File: config.mk
export PLATFORM = sky130hd
export DESIGN_NAME = bidsn_controller_flat
export DESIGN_NICKNAME = d
export VERILOG_FILES = /design/src/rtl/bidsn_pkg.sv /design/src/rtl/bidsn_controller_if.sv /design/src/rtl/bidsn_arbiter.sv /design/src/rtl/bidsn_controller.sv /design/src/flat_wrapper.sv
export SDC_FILE = /design/constraint.sdc
export NUM_CORES = 1
export LEC_CHECK = 0
export ABC_CLOCK_PERIOD_IN_PS = 19930
export CAP_MARGIN = 15
export CORE_MARGIN = 4
export CORE_UTILIZATION = 40
export DETAILED_ROUTE_END_ITERATION = 12
export HOLD_SLACK_MARGIN = 0.03
export PLACE_DENSITY = 0.62
export SLEW_MARGIN = 20
export SYNTH_ARGS = -nofsm -noshare
export SYNTH_HDL_FRONTEND = slang
export SYNTH_SLANG_ARGS = --single-unit
File: constraint.sdc
create_clock -name clk -period 19.93 [get_ports clk]
set_input_delay 3.986 -clock clk [delete_from_list [all_inputs] [get_ports clk]]
set_output_delay 3.986 -clock clk [all_outputs]
set_load 0.02 [all_outputs]
File: src/rtl/bidsn_pkg.sv
// Shared types and codes for the N-bidder auction controller.
// Latency: n/a (declarations only).
// Backpressure: n/a.
package bidsn_pkg;

    // Host opcodes; encodings 9..15 are decoded as NoOperation.
    typedef enum logic [3:0] {
        NoOperation = 4'd0,
        Unlock      = 4'd1,
        Lock        = 4'd2,
        LoadBal     = 4'd3,
        SetMask     = 4'd4,
        SetTimer    = 4'd5,
        BidCharge   = 4'd6,
        RoundActive = 4'd7,
        RoundOver   = 4'd8
    } operation_t;

    typedef enum logic [1:0] {
        ST_UNLOCKED = 2'd0,
        ST_LOCKED   = 2'd1,
        ST_ACTIVE   = 2'd2,
        ST_SETTLE   = 2'd3
    } state_t;

    // Host error codes on err.
    localparam logic [2:0] ERR_NONE      = 3'b000;
    localparam logic [2:0] ERR_BADKEY    = 3'b001;
    localparam logic [2:0] ERR_LOCKED    = 3'b010;
    localparam logic [2:0] ERR_INROUND   = 3'b011;
    localparam logic [2:0] ERR_ZEROTIMER = 3'b100;
    localparam logic [2:0] ERR_NOROUND   = 3'b101;

    // Per-bidder result codes on bidErr.
    localparam logic [1:0] BID_OK       = 2'b00;
    localparam logic [1:0] BID_INACTIVE = 2'b01;
    localparam logic [1:0] BID_NOFUNDS  = 2'b10;
    localparam logic [1:0] BID_LOW      = 2'b11;

endpackage

File: src/rtl/bidsn_controller_if.sv
// Host op bus plus per-bidder bid/retract lanes and their registered results.
// Latency: n/a (wiring only).
// Backpressure: host must only issue ops while ready=1; bidder lanes have none.
interface bidsn_controller_if #(
    parameter int NUM_BIDDERS = 3,
    parameter int BID_W       = 16,
    parameter int DATA_W      = 32
);
    localparam int IDX_W = (NUM_BIDDERS > 1) ? $clog2(NUM_BIDDERS) : 1;

    logic                          C_start;
    logic [3:0]                    C_op;
    logic [IDX_W-1:0]              C_sel;
    logic [DATA_W-1:0]             C_data;
    logic [NUM_BIDDERS-1:0]        bid;
    logic [NUM_BIDDERS*BID_W-1:0]  bidAmt;
    logic [NUM_BIDDERS-1:0]        retract;

    logic [NUM_BIDDERS-1:0]        ack;
    logic [NUM_BIDDERS*2-1:0]      bidErr;
    logic [NUM_BIDDERS*DATA_W-1:0] balance;
    logic [NUM_BIDDERS-1:0]        win;
    logic                          ready;
    logic [2:0]                    err;
    logic                          roundOver;
    logic [DATA_W-1:0]             maxBid;

    modport master (
        output C_start, C_op, C_sel, C_data, bid, bidAmt, retract,
        input  ack, bidErr, balance, win, ready, err, roundOver, maxBid
    );

    modport slave (
        input  C_start, C_op, C_sel, C_data, bid, bidAmt, retract,
        output ack, bidErr, balance, win, ready, err, roundOver, maxBid
    );

endinterface

File: src/rtl/bidsn_arbiter.sv
// Picks the highest-amount candidate among valid bids, lowest index on ties.
// Latency: combinational.
// Backpressure: none.
module bidsn_arbiter #(
    parameter int NUM_BIDDERS = 3,
    parameter int BID_W       = 16,
    parameter int IDX_W       = 2
) (
    input  logic [NUM_BIDDERS-1:0]       cand_vld,
    input  logic [NUM_BIDDERS*BID_W-1:0] cand_amt,
    output logic [IDX_W-1:0]             sel_idx,
    output logic                         sel_vld
);

    logic [BID_W-1:0] best_amt;

    // Ascending scan with strict greater-than keeps the lowest index on ties.
    always_comb begin
        sel_idx  = '0;
        sel_vld  = 1'b0;
        best_amt = '0;
        for (int i = 0; i < NUM_BIDDERS; i++) begin
            if (cand_vld[i] && (!sel_vld || (cand_amt[i*BID_W +: BID_W] > best_amt))) begin
                sel_vld  = 1'b1;
                sel_idx  = IDX_W'(i);
                best_amt = cand_amt[i*BID_W +: BID_W];
            end
        end
    end

endmodule

File: src/rtl/bidsn_controller.sv
// Timed N-bidder auction: host ops, per-bidder bid/retract arbitration, settlement.
// Latency: every effect is registered and visible the cycle after sampling.
// Backpressure: ready drops only for the single settlement cycle; host ops then are dropped.
module bidsn_controller
    import bidsn_pkg::*;
#(
    parameter int NUM_BIDDERS = 3,
    parameter int BID_W       = 16,
    parameter int DATA_W      = 32,
    parameter int TIMER_W     = 16
) (
    input  logic           clk,
    input  logic           reset_n,
    bidsn_controller_if.slave bus
);

    localparam int IDX_W = (NUM_BIDDERS > 1) ? $clog2(NUM_BIDDERS) : 1;

    state_t                  state_q, state_nxt;
    logic [DATA_W-1:0]       key_q, charge_q, max_q, max_nxt;
    logic [NUM_BIDDERS-1:0]  mask_q;
    logic [TIMER_W-1:0]      tload_q, timer_q;
    logic [DATA_W-1:0]       bal_q   [NUM_BIDDERS];
    logic [DATA_W-1:0]       bal_nxt [NUM_BIDDERS];
    logic [BID_W-1:0]        amt_w   [NUM_BIDDERS];
    logic [IDX_W-1:0]        leader_q, leader_nxt;
    logic                    leader_vld_q, leader_vld_nxt, leader_drop;

    logic [NUM_BIDDERS-1:0]   ack_q, ack_nxt, win_q, win_nxt, bid_ok;
    logic [NUM_BIDDERS*2-1:0] bid_err_q, bid_err_nxt;
    logic                     ready_q, round_over_q;
    logic [2:0]               err_q, err_nxt;

    logic host_go, active;
    logic do_lock, do_load, do_mask, do_tload, do_charge, do_start, do_settle;
    logic [IDX_W-1:0] arb_idx;
    logic             arb_vld;

    assign host_go = bus.C_start && ready_q;
    assign active  = (state_q == ST_ACTIVE);

    for (genvar g = 0; g < NUM_BIDDERS; g++) begin : g_lane
        assign amt_w[g] = bus.bidAmt[g*BID_W +: BID_W];
        assign bus.balance[g*DATA_W +: DATA_W] = bal_q[g];
    end

    // Round-phase register.
    always_ff @(posedge clk or negedge reset_n) begin
        if (!reset_n) state_q <= ST_UNLOCKED;
        else          state_q <= state_nxt;
    end

    // Host op decode per phase, round-end detection and next phase.
    always_comb begin
        state_nxt = state_q;
        err_nxt   = ERR_NONE;
        do_lock   = 1'b0;
        do_load   = 1'b0;
        do_mask   = 1'b0;
        do_tload  = 1'b0;
        do_charge = 1'b0;
        do_start  = 1'b0;
        do_settle = 1'b0;
        case (state_q)
            ST_UNLOCKED: begin
                if (host_go) begin
                    case (bus.C_op)
                        Lock:        begin do_lock = 1'b1; state_nxt = ST_LOCKED; end
                        LoadBal:     do_load   = 1'b1;
                        SetMask:     do_mask   = 1'b1;
                        SetTimer:    do_tload  = 1'b1;
                        BidCharge:   do_charge = 1'b1;
                        RoundActive: begin
                            if (tload_q == '0) begin
                                err_nxt = ERR_ZEROTIMER;
                            end else begin
                                do_start  = 1'b1;
                                state_nxt = ST_ACTIVE;
                            end
                        end
                        RoundOver:   err_nxt = ERR_NOROUND;
                        default:     ;
                    endcase
                end
            end
            ST_LOCKED: begin
                if (host_go) begin
                    case (bus.C_op)
                        Unlock: begin
                            if (bus.C_data == key_q) state_nxt = ST_UNLOCKED;
                            else                     err_nxt   = ERR_BADKEY;
                        end
                        Lock, LoadBal, SetMask, SetTimer, BidCharge, RoundActive, RoundOver:
                            err_nxt = ERR_LOCKED;
                        default: ;
                    endcase
                end
            end
            ST_ACTIVE: begin
                if (host_go) begin
                    case (bus.C_op)
                        RoundOver: do_settle = 1'b1;
                        Unlock, Lock, LoadBal, SetMask, SetTimer, BidCharge, RoundActive:
                            err_nxt = ERR_INROUND;
                        default: ;
                    endcase
                end
                // Timer hits zero at the end of this cycle; one settlement even if host also ends it.
                if (timer_q == TIMER_W'(1)) do_settle = 1'b1;
                if (do_settle) state_nxt = ST_SETTLE;
            end
            ST_SETTLE: state_nxt = ST_UNLOCKED;
            default:   state_nxt = ST_UNLOCKED;
        endcase
    end

    // Classify each bidder's strobe against last cycle's maxBid and balances.
    always_comb begin
        ack_nxt     = '0;
        bid_ok      = '0;
        bid_err_nxt = '0;
        leader_drop = 1'b0;
        for (int i = 0; i < NUM_BIDDERS; i++) begin
            if (bus.retract[i]) begin
                if (!active) begin
                    bid_err_nxt[i*2 +: 2] = BID_INACTIVE;
                end else if (leader_vld_q && (leader_q == IDX_W'(i))) begin
                    ack_nxt[i]  = 1'b1;
                    leader_drop = 1'b1;
                end else begin
                    bid_err_nxt[i*2 +: 2] = BID_LOW;
                end
            end else if (bus.bid[i]) begin
                if (!active || !mask_q[i]) begin
                    bid_err_nxt[i*2 +: 2] = BID_INACTIVE;
                end else if (DATA_W'(amt_w[i]) <= max_q) begin
                    bid_err_nxt[i*2 +: 2] = BID_LOW;
                end else if ({1'b0, bal_q[i]} < ({1'b0, charge_q} + (DATA_W+1)'(amt_w[i]))) begin
                    bid_err_nxt[i*2 +: 2] = BID_NOFUNDS;
                end else begin
                    ack_nxt[i] = 1'b1;
                    bid_ok[i]  = 1'b1;
                end
            end
        end
    end

    bidsn_arbiter #(
        .NUM_BIDDERS (NUM_BIDDERS),
        .BID_W       (BID_W),
        .IDX_W       (IDX_W)
    ) u_arbiter (
        .cand_vld (bid_ok),
        .cand_amt (bus.bidAmt),
        .sel_idx  (arb_idx),
        .sel_vld  (arb_vld)
    );

    // Balances, leader and high bid after charges, host loads and settlement.
    always_comb begin
        for (int i = 0; i < NUM_BIDDERS; i++) begin
            bal_nxt[i] = bal_q[i];
            if (bid_ok[i]) bal_nxt[i] = bal_q[i] - charge_q;
            if (do_load && (bus.C_sel == IDX_W'(i))) bal_nxt[i] = bus.C_data;
        end
        max_nxt        = max_q;
        leader_nxt     = leader_q;
        leader_vld_nxt = leader_vld_q;
        win_nxt        = '0;
        if (do_start) begin
            max_nxt        = '0;
            leader_vld_nxt = 1'b0;
        end else if (arb_vld) begin
            leader_nxt     = arb_idx;
            leader_vld_nxt = 1'b1;
            for (int i = 0; i < NUM_BIDDERS; i++) begin
                if (arb_idx == IDX_W'(i)) max_nxt = DATA_W'(amt_w[i]);
            end
        end else if (leader_drop) begin
            leader_vld_nxt = 1'b0;
        end
        // Settlement sees bids made on the final cycle, so it uses the post-bid leader.
        if (do_settle && leader_vld_nxt) begin
            for (int i = 0; i < NUM_BIDDERS; i++) begin
                if (leader_nxt == IDX_W'(i)) begin
                    win_nxt[i] = 1'b1;
                    bal_nxt[i] = bal_nxt[i] - max_nxt;
                end
            end
        end
    end

    // Datapath and output registers.
    always_ff @(posedge clk or negedge reset_n) begin
        if (!reset_n) begin
            key_q        <= '0;
            charge_q     <= '0;
            mask_q       <= '1;
            tload_q      <= '0;
            timer_q      <= '0;
            max_q        <= '0;
            leader_q     <= '0;
            leader_vld_q <= 1'b0;
            for (int i = 0; i < NUM_BIDDERS; i++) bal_q[i] <= '0;
            ack_q        <= '0;
            bid_err_q    <= '0;
            win_q        <= '0;
            ready_q      <= 1'b1;
            err_q        <= ERR_NONE;
            round_over_q <= 1'b0;
        end else begin
            if (do_lock)   key_q    <= bus.C_data;
            if (do_charge) charge_q <= bus.C_data;
            if (do_mask)   mask_q   <= bus.C_data[NUM_BIDDERS-1:0];
            if (do_tload)  tload_q  <= bus.C_data[TIMER_W-1:0];
            if (do_start)     timer_q <= tload_q;
            else if (active)  timer_q <= timer_q - TIMER_W'(1);
            max_q        <= max_nxt;
            leader_q     <= leader_nxt;
            leader_vld_q <= leader_vld_nxt;
            for (int i = 0; i < NUM_BIDDERS; i++) bal_q[i] <= bal_nxt[i];
            ack_q        <= ack_nxt;
            bid_err_q    <= bid_err_nxt;
            win_q        <= win_nxt;
            ready_q      <= (state_nxt != ST_SETTLE);
            err_q        <= err_nxt;
            round_over_q <= do_settle;
        end
    end

    assign bus.ack       = ack_q;
    assign bus.bidErr    = bid_err_q;
    assign bus.win       = win_q;
    assign bus.ready     = ready_q;
    assign bus.err       = err_q;
    assign bus.roundOver = round_over_q;
    assign bus.maxBid    = max_q;

endmodule

File: src/flat_wrapper.sv
// flat-port wrapper written by rule: the top's interface ports become plain ports
module bidsn_controller_flat import bidsn_pkg::*;
#(
    parameter int NUM_BIDDERS = 3,
    parameter int BID_W       = 16,
    parameter int DATA_W      = 32,
    parameter int TIMER_W     = 16
)
  (clk, reset_n, bus_C_start, bus_C_op, bus_C_sel, bus_C_data, bus_bid, bus_bidAmt, bus_retract, bus_ack, bus_bidErr, bus_balance, bus_win, bus_ready, bus_err, bus_roundOver, bus_maxBid);
  bidsn_controller_if #(.NUM_BIDDERS(NUM_BIDDERS), .BID_W(BID_W), .DATA_W(DATA_W)) bus_i ();
  input  logic clk;
  input  logic reset_n;
  input wire logic [$bits(bus_i.C_start)-1:0] bus_C_start;
  input wire logic [$bits(bus_i.C_op)-1:0] bus_C_op;
  input wire logic [$bits(bus_i.C_sel)-1:0] bus_C_sel;
  input wire logic [$bits(bus_i.C_data)-1:0] bus_C_data;
  input wire logic [$bits(bus_i.bid)-1:0] bus_bid;
  input wire logic [$bits(bus_i.bidAmt)-1:0] bus_bidAmt;
  input wire logic [$bits(bus_i.retract)-1:0] bus_retract;
  output wire logic [$bits(bus_i.ack)-1:0] bus_ack;
  output wire logic [$bits(bus_i.bidErr)-1:0] bus_bidErr;
  output wire logic [$bits(bus_i.balance)-1:0] bus_balance;
  output wire logic [$bits(bus_i.win)-1:0] bus_win;
  output wire logic [$bits(bus_i.ready)-1:0] bus_ready;
  output wire logic [$bits(bus_i.err)-1:0] bus_err;
  output wire logic [$bits(bus_i.roundOver)-1:0] bus_roundOver;
  output wire logic [$bits(bus_i.maxBid)-1:0] bus_maxBid;
  assign bus_i.C_start = bus_C_start;
  assign bus_i.C_op = bus_C_op;
  assign bus_i.C_sel = bus_C_sel;
  assign bus_i.C_data = bus_C_data;
  assign bus_i.bid = bus_bid;
  assign bus_i.bidAmt = bus_bidAmt;
  assign bus_i.retract = bus_retract;
  assign bus_ack = bus_i.ack;
  assign bus_bidErr = bus_i.bidErr;
  assign bus_balance = bus_i.balance;
  assign bus_win = bus_i.win;
  assign bus_ready = bus_i.ready;
  assign bus_err = bus_i.err;
  assign bus_roundOver = bus_i.roundOver;
  assign bus_maxBid = bus_i.maxBid;
  bidsn_controller #(.NUM_BIDDERS(NUM_BIDDERS), .BID_W(BID_W), .DATA_W(DATA_W), .TIMER_W(TIMER_W)) u_core (.clk(clk), .reset_n(reset_n), .bus(bus_i));
endmodule
### Yosys cells after proc, flatten, opt, wreduce, memory -nomap -nowiden

Index checks and enable logic that the tools add are counted.

| storage, ports and cells | value |
|---|---|
| logic and storage cells | 214 |
| flip-flop bits (word level) | 249 |

| cells by class | value |
|---|---|
| equality and inequality tests | 22 |
| magnitude comparators | 8 |
| reduce and logical (&&, ||, !) cells | 30 |
| mux-type cells | 126 |
| $add $sub $neg | 10 |

Operators by type and width:

| cell | number |
|---|---|
| 32-bit two-way mux | 14 |
| 32-bit subtractor | 6 |
| 32-bit by 16-bit adder with 33-bit output | 3 |
| 32-bit by 33-bit less-than comparator with 1-bit output | 3 |
| 16-bit by 32-bit <= comparator with 1-bit output | 3 |
| 96-bit two-way mux | 1 |
| 1-bit two-way mux | 66 |
| 16-bit two-way mux | 4 |
| 2-bit two-way mux | 31 |
| 32-bit equality test | 1 |
| 16-bit greater-than comparator | 2 |
| 16-bit by 1-bit equality test with 1-bit output, second input constant | 1 |
| 4-bit by 3-bit equality test with 1-bit output, second input constant | 4 |
| 16-bit zero test | 1 |
| 16-bit by 1-bit subtractor with 16-bit output, second input constant | 1 |
| 3-bit two-way mux | 5 |
| 7-bit OR reduction | 2 |
| 2-bit equality test, second input constant | 6 |
| 3-bit one-hot mux with 2 select lines | 2 |
| 2-bit by 1-bit equality test with 1-bit output, second input constant | 5 |
| 1-bit logical AND | 10 |
| 2-bit zero test | 5 |
| 3-bit one-hot mux with 3 select lines | 1 |
| 4-bit by 2-bit equality test with 1-bit output, second input constant | 2 |
| 8 further kinds | 17 |

### Depth between registers and ports, before layout

Gate-level depths: netlist (run 1).

| logic depth | value |
|---|---|
| depth after elaboration | 25 |
| gate-level depth with buffers | 62 |

### Cells and area by module

Synthesis (run 1) repeated with hierarchy kept, for this count alone.

| unflattened totals | value |
|---|---|
| cells, all modules | 3386 |
| area, all modules | 28248.3 µm² |

By module, submodules not included:

| module | sequential area each (µm²) | cells each | area an instance (µm²) | instances |
|---|---|---|---|---|
| bidsn_controller | 6236.0 | 3250 | 27153.5 | 1 |
| bidsn_arbiter | 0.0 | 136 | 1094.8 | 1 |

### Least setup slack after synthesis (run 1)

Ideal clock, no wire load.

| path | value |
|---|---|
| path kind | in2reg |
| start point | in bus_bidAmt[1] |
| end point | reg u_core.bal_q, in the netlist u_core.bus.balance[62] |
| setup time | 65 ps |
| stages on the path | 62 |
| arrival time | 16021 ps |
| setup slack | 3843 ps |
| cells stage by stage | ha_1 a21o_1 a21oi_1 o21ai_0 a21oi_1 o21bai_1 nand4_1 a31oi_1 a41oi_1 nand2_1 o2111ai_1 nor2_1 xnor2_1 ha_1 and4_1 nor4bb_1 nand2_1 a31oi_1 [26 not listed] clkbuf_1 nor2_1 a211oi_1 a21oi_1 or2_2 ha_1 nor2b_1 o21a_1 o21ai_0 a21oi_1 a21oi_1 o21ai_0 o41a_1 a221o_1 o31a_1 or4b_2 nand4_1 o21a_1 |

RTL lines:

| item | RTL line | text |
|---|---|---|
| start: declaration | flat_wrapper.sv:18 | `input wire logic [$bits(bus_i.bidAmt)-1:0] bus_bidAmt;` |
| end: declaration | bidsn_controller.sv:23 | `logic [DATA_W-1:0] bal_q [NUM_BIDDERS];` |

==> results of run 1 <==
-- metrics by stage --
step            util  area (µm²)  instances  worst slack, ns
2_1_floorplan      -       28400       3467             3.84
3_3_place_gp   0.454       31900       4581             1.65
3_5_place_dp   0.455       31900       4581             1.47
4_1_cts        0.471       33100       4641             2.03
5_1_grt        0.471       33100       4641            0.797
6_report       0.471       33100       4641             1.78
-- flip-flops by register name, summed over array words and instances (netlist names), 2 cells and up --
| signal | count |
|---|---|
| u_core.key_q | 32 |
| u_core.bus.win | 3 |
| u_core.bus.balance | 96 |
| u_core.bus.err | 3 |
| u_core.bus.bidErr | 6 |
| u_core.bus.ack | 3 |
| u_core.timer_q | 16 |
| u_core.charge_q | 32 |
| u_core.leader_q | 2 |
| u_core.bus.maxBid | 32 |
| u_core.tload_q | 16 |
| u_core.mask_q | 3 |
| u_core.state_q | 2 |
-- area by class of cell --
cell class              count  share of cell area
repair buffers            280              0.0820
flip-flops and latches    249               0.188
well taps                 940              0.0355
clock inverters            18             0.00687
inverters                 145              0.0164
clock buffers              42              0.0287
multi-input cells        2967               0.642
-- critical path, delay by kind of cell --
kind | cells | cell delay [ns]
compound gates | 29 | 7.25
simple gates | 18 | 4.30
fa+ha+maj | 7 | 1.92
buf+inv | 3 | 1.06
xor+xnor | 1 | 0.09
-- cells in the mapped netlist (all sizes together) (11+ instances only) --
library cell and number:
ha 409, nand2 384, o21ai 284, a21oi 272, dfrtp 245, nor2 234
xnor2 165, inv 141, a21o 104, mux2 104, xor2 104, nand3 95
clkbuf 89, mux2i 66, nor3 62, nand2b 58, a31oi 52, o21a 52
nand4 42, nor2b 42, a211oi 39, nor4 37, o21bai 32, or3 24
and3 23, o211ai 23, or2 21, and2 20, o31ai 20, a22oi 17
buf 17, a211o 15, a21boi 11
-- kinds of logic (layout without fill, tap and decap cells) --
logic type / Yosys count / after routing / share of synthesized area
buf+inv: 251 / 485 / 0.0348
flops: 249 / 249 / 0.219
compound gates: 1027 / 1027 / 0.229
xor+xnor: 269 / 269 / 0.0829
fa+ha+maj: 418 / 418 / 0.186
mux: 170 / 170 / 0.0644
simple gates: 1083 / 1083 / 0.183
-- metal layers --
| metal | routed length [µm] | up-vias |
|---|---|---|
| li1 | - | 13146 |
| met1 | 49700 | 13233 |
| met2 | 46600 | 1156 |
| met3 | 9610 | 160 |
| met4 | 3520 | 2 |
| met5 | 7 | - |
-- where the power goes --
part / internal [mW] / leakage, nW / switching, mW
Sequential: 0.627 / 3.30 / 0.199
Clock: 0.395 / 0.578 / 0.268
Combinational: 1.29 / 11.1 / 1.69
Total: 2.31 / 15.0 / 2.15
-- cell usage in the layout (no fill, tap or decap), drive strengths merged, types with 42 or more instances in the layout --
| cell type | count |
|---|---|
| ha | 409 |
| nand2 | 384 |
| o21ai | 284 |
| a21oi | 272 |
| dfrtp | 245 |
| clkdlybuf4s50 | 238 |
| nor2 | 234 |
| xnor2 | 165 |
| inv | 145 |
| a21o | 104 |
| xor2 | 104 |
| mux2 | 104 |
| nand3 | 95 |
| mux2i | 66 |
| nor3 | 62 |
| nand2b | 58 |
| a31oi | 52 |
| o21a | 52 |
| nand4 | 42 |
| nor2b | 42 |
| buf | 42 |
| clkbuf | 42 |
-- path summary, 6_finish.rpt --
path                                    start                     end  cells after the start
max                             bus_bidAmt[0]  u_core.bus.balance[62]                     58
min                         u_core.tload_q[3]       u_core.timer_q[3]                      2
max reg2reg                u_core.charge_q[0]  u_core.bus.balance[62]                     57
min reg2reg                 u_core.tload_q[3]       u_core.timer_q[3]                      2
max in group asynchronous             reset_n   u_core.bus.maxBid[24]                      2
min in group asynchronous             reset_n      u_core.charge_q[1]                      1
==> impl_metrics.json, run 1 <==
{
  "peakVddDrop_uv": 63.1,
  "power.total_mw": 4.47,
  "grt_max_degree": 142,
  "drv_cap": 0,
  "synthCells": 3467,
  "regArea_mm2": 0.00624,
  "slew_headroom": 0.265,
  "synth-async-reset-ratio": 1.00,
  "die_area_mm2": 0.0754,
  "p_leak_nw": 15.0,
  "cts_resized": 0,
  "place_congestion": 0.983,
  "clkSinkCount": 249,
  "setup_violations": 0,
  "fin_crit_sh": 0.911,
  "hold_ws_ns": 0.514,
  "cts_buffer_depth": 3,
  "grt_usage": 0.281,
  "cts.hold.buffers_added": 0,
  "gr-max-usage-layer": "met2",
  "first_iter_violations": 2541,
  "rsz0062_at_grt": "no",
  "max_freq_mhz": 55.1,
  "met3_usage": 0.0469,
  "post_cts_buffers": 0,
  "filler_cell_count": 6839,
  "path_class": "in -> reg",
  "fin_tns_setup_ns": 0,
  "yosysTopAreaCell": "dfrtp_1",
  "crit_fanout": 20,
  "netlist_area_mm2": 0.0284,
  "critPathMostFrequentCell": "o21ai_0",
  "post_drt_wl_per_cell_um": 23.6,
  "fp.dieH_um": 275,
  "synth_edf_count": 0,
  "synth.top_cells.by_area": "dfrtp_1 (22%), ha_1 (18%), xnor2_1 (5.1%)",
  "multi_input_area_mm2": 0.0213,
  "grt_pass1_vias": 26249,
  "clock_latency_ns": 0.57,
  "cts_tree": "done",
  "status": "complete, no violations",
  "fp.dieW_um": 275,
  "use_met2": 0.429,
  "area_delta_synth_final_pct": 16.5,
  "numCtsBuffers": 35,
  "skew_ns": 0.0295,
  "ys_seq_area_frac": 0.219,
  "grt_overflow_total": 0,
  "drt_first_pass_iters": 5,
  "use_met1": 0.406,
  "vias": 27697,
  "finalWorstPathRequiredPeriod_ns": 18.15,
  "route.detailed.drc": 0,
  "grt_pass1_wl_um": 161000,
  "viasPerCell": 5.97,
  "yosysWarningCount": 0,
  "crit_path_end_kind": "register",
  "synth_top_area_share": 0.216,
  "tightestPinTransition_ns": 1.09,
  "ant_nets": 0,
  "syn-num-nets": 3980,
  "pin_count": 240,
  "final_layout_size_suffix_gt1_frac": 0.0719,
  "critPathLaunchType": "input pin",
  "powerDensity_mw_per_mm2": 135,
  "routed_wirelength_um": 109000,
  "root_buffer": "clkbuf_16",
  "final_max_slew_viol_count": 0,
  "io_buffers": 239,
  "crit_arrival_ns": 18.65,
  "synth-seq-cells": 249,
  "ys_types": 90,
  "worstPathRequired_ns": 20.43,
  "cp_slowest_stage_delay_ns": 0.74,
  "avgSynthCellArea_um2": 8.20,
  "core_area_mm2": 0.0703,
  "ctsHtreeMaxLevel": 2,
  "rows": 97,
  "dpl.hpwl_um": 88300,
  "initial_utilization": 0.405,
  "hold_viol": 0,
  "slowest_stage": "a211oi_4",
  "synth_flop_cell": "dfrtp_1",
  "hp-class": "reg -> reg",
  "clkTransAtPathRegs_ns": 0.06,
  "fin_nets": 4191,
  "antenna_found_initial": 1,
  "diodes": 0,
  "r2r_slack_ns": 5.22
}
(Power assumes the default switching activity.)
==> inputs of run 2 (changes only) <==
Settings changed: CORE_ASPECT_RATIO set to 0.75, CTS_BUF_LIST set to sky130_fd_sc_hd__clkbuf_2 sky130_fd_sc_hd__clkbuf_4 sky130_fd_sc_hd__clkbuf_8.
==> impl_metrics.json, run 2 (synthesis gave the netlist of run 1 again) <==
{
  "status": "complete, no violations",
  "fin_ws_ns": 1.97,
  "cp_slowest_stage_delay_ns": 0.82,
  "final_layout_size_suffix_gt1_frac": 0.0815,
  "p_leak_nw": 15.1,
  "crit_arrival_ns": 18.58,
  "grt_max_degree": 145,
  "grt_pass1_wl_um": 171000,
  "max_freq_mhz": 55.7,
  "area_delta_synth_final_pct": 16.8,
  "worstReg2RegStart": "u_core.charge_q[1]",
  "die_area_mm2": 0.0754,
  "fp.dieH_um": 239,
  "worstPathRequired_ns": 20.55,
  "multi_input_area_mm2": 0.0212,
  "grt_overflow_total": 0,
  "critPathLaunchType": "input pin",
  "final_max_slew_viol_count": 0,
  "hold_path_end": "u_core.key_q[21]",
  "hold_ws_ns": 0.526,
  "preCtsSetupSlack_ns": 1.64,
  "worstHoldStart": "u_core.key_q[21]",
  "fin_crit_sh": 0.901,
  "post_cts_buffers": 0,
  "dpl.hpwl_um": 94800,
  "finalWorstPathRequiredPeriod_ns": 17.96,
  "worstHoldPathCells": 1,
  "route.detailed.drc": 0,
  "skew_ns": 0.0381,
  "final_cell_mix": "ha_1 (409), nand2_1 (383), a21oi_1 (270)",
  "r2r_slack_ns": 5.34,
  "cts_tree": "done",
  "hp-class": "reg -> reg",
  "worstSetupStartpoint": "bus_bidAmt[1]",
  "pin_count": 240,
  "antenna_found_initial": 3,
  "filler_cell_count": 6986,
  "final_common_cell": "ha_1",
  "fin_nets": 4214,
  "core_area_mm2": 0.0702,
  "rows": 84,
  "setup_violations": 0,
  "tightestPinTransition_ns": 1.16,
  "viasPerCell": 6.05,
  "rsz0062_at_grt": "no",
  "io_buffers": 239,
  "regArea_mm2": 0.00624,
  "clkTransAtPathRegs_ns": 0.06,
  "vias": 28371,
  "reg2reg_to": "u_core.bus.balance[62]",
  "ant_nets": 0,
  "placed_area_mm2": 0.0320,
  "slowest_stage": "nor4bb_1",
  "post_drt_wl_per_cell_um": 25.1,
  "first_iter_violations": 3444,
  "rr_worst_depth": 60,
  "fin_tns_setup_ns": 0,
  "numCtsBuffers": 49,
  "critPathMostFrequentCell": "a21oi_1",
  "cts_resized": 0,
  "clkSinkCount": 249,
  "ctsHtreeMaxLevel": 2,
  "clock_latency_ns": 0.68,
  "powerDensity_mw_per_mm2": 136,
  "place_congestion": 1.02,
  "cts.hold.buffers_added": 0,
  "peakVddDrop_uv": 58.6,
  "design_area_mm2": 0.0332,
  "crit_fanout": 20,
  "drt_first_pass_iters": 7,
  "path_class": "in -> reg",
  "grt_pass1_vias": 26017,
  "grt_usage": 0.303,
  "largest_reg_flops": 96,
  "initial_utilization": 0.405,
  "root_buffer": "clkbuf_8",
  "hold_viol": 0,
  "cts_buffer_depth": 3,
  "drv_cap": 0,
  "fp.dieW_um": 316,
  "slew_headroom": 0.222,
  "crit_path_end_kind": "register",
  "routed_wirelength_um": 118000
}
-- run 2: cell count changes in the layout (fill, tap and decap cells not counted), moves of 2 or more --
cell / previous run / this run
clkinv_2: 6 / 11
nor4_1: 32 / 35
clkbuf_8: 5 / 63
clkbuf_1: 2 / 0
clkbuf_4: 0 / 9
nor4_2: 3 / 0
clkbuf_16: 35 / 0
clkinvlp_4: 3 / 0
diode_2: 0 / 2
inv_6: 3 / 1
buf_4: 40 / 49
bufinv_16: 4 / 7
-- run 2: how the worst max path moves through the flow --
stage	end	slack, ns	depth (start not counted)
floorplan	u_core.bus.balance[62]	3.84	62
global placement	u_core.bus.balance[62]	1.77	61
detailed placement	u_core.bus.balance[62]	1.64	61
CTS	u_core.bus.balance[62]	2.30	61
global route	u_core.bus.balance[62]	0.86	61
finish	u_core.bus.balance[62]	1.97	61
-- run 2: final cells by class --
type	instances	area share
Inverter	145	0.0164
Timing Repair Buffer	289	0.0839
Sequential cell	249	0.188
Clock inverter	20	0.00859
Multi-Input combinational cell	2967	0.640
Antenna cell	2	0.000151
Tap cell	946	0.0356
Clock buffer	72	0.0281
-- run 2: through the flow --
step	std cells	power, mW	utilization
floorplan	3467	2.95	-
global placement	4596	3.76	0.456
detailed placement	4596	3.77	0.456
CTS	4688	4.46	0.473
global route	4689	4.88	0.473
finish	4690	4.53	0.473
-- run 2: critical path, delay by kind of cell --
family	cells	cell delay, ns
XOR/XNOR	1	0.09
AO/OA/AOI/OAI	32	7.08
buffers and inverters	4	1.46
AND/OR/NAND/NOR	19	4.25
adder cells (fa/ha/maj)	5	1.68
-- run 2: layer usage --
layer / GRT usage / wire length (µm) / vias to the layer above
met1: 0.465 / 54200 / 13481
met3: 0.0943 / 15800 / 193
met4: 0.0739 / 3200 / 0
met5: 0 / 0 / -
met2: 0.407 / 44500 / 1490
li1: - / - / 13207
-- run 2: report_power, final --
| group | internal [mW] | total [mW] | switching [mW] | leakage (nW) |
|---|---|---|---|---|
| logic | 1.29 | 3.03 | 1.74 | 11.2 |
| registers | 0.627 | 0.843 | 0.216 | 3.30 |
| clock network | 0.394 | 0.660 | 0.266 | 0.647 |
| total | 2.31 | 4.53 | 2.22 | 15.1 |
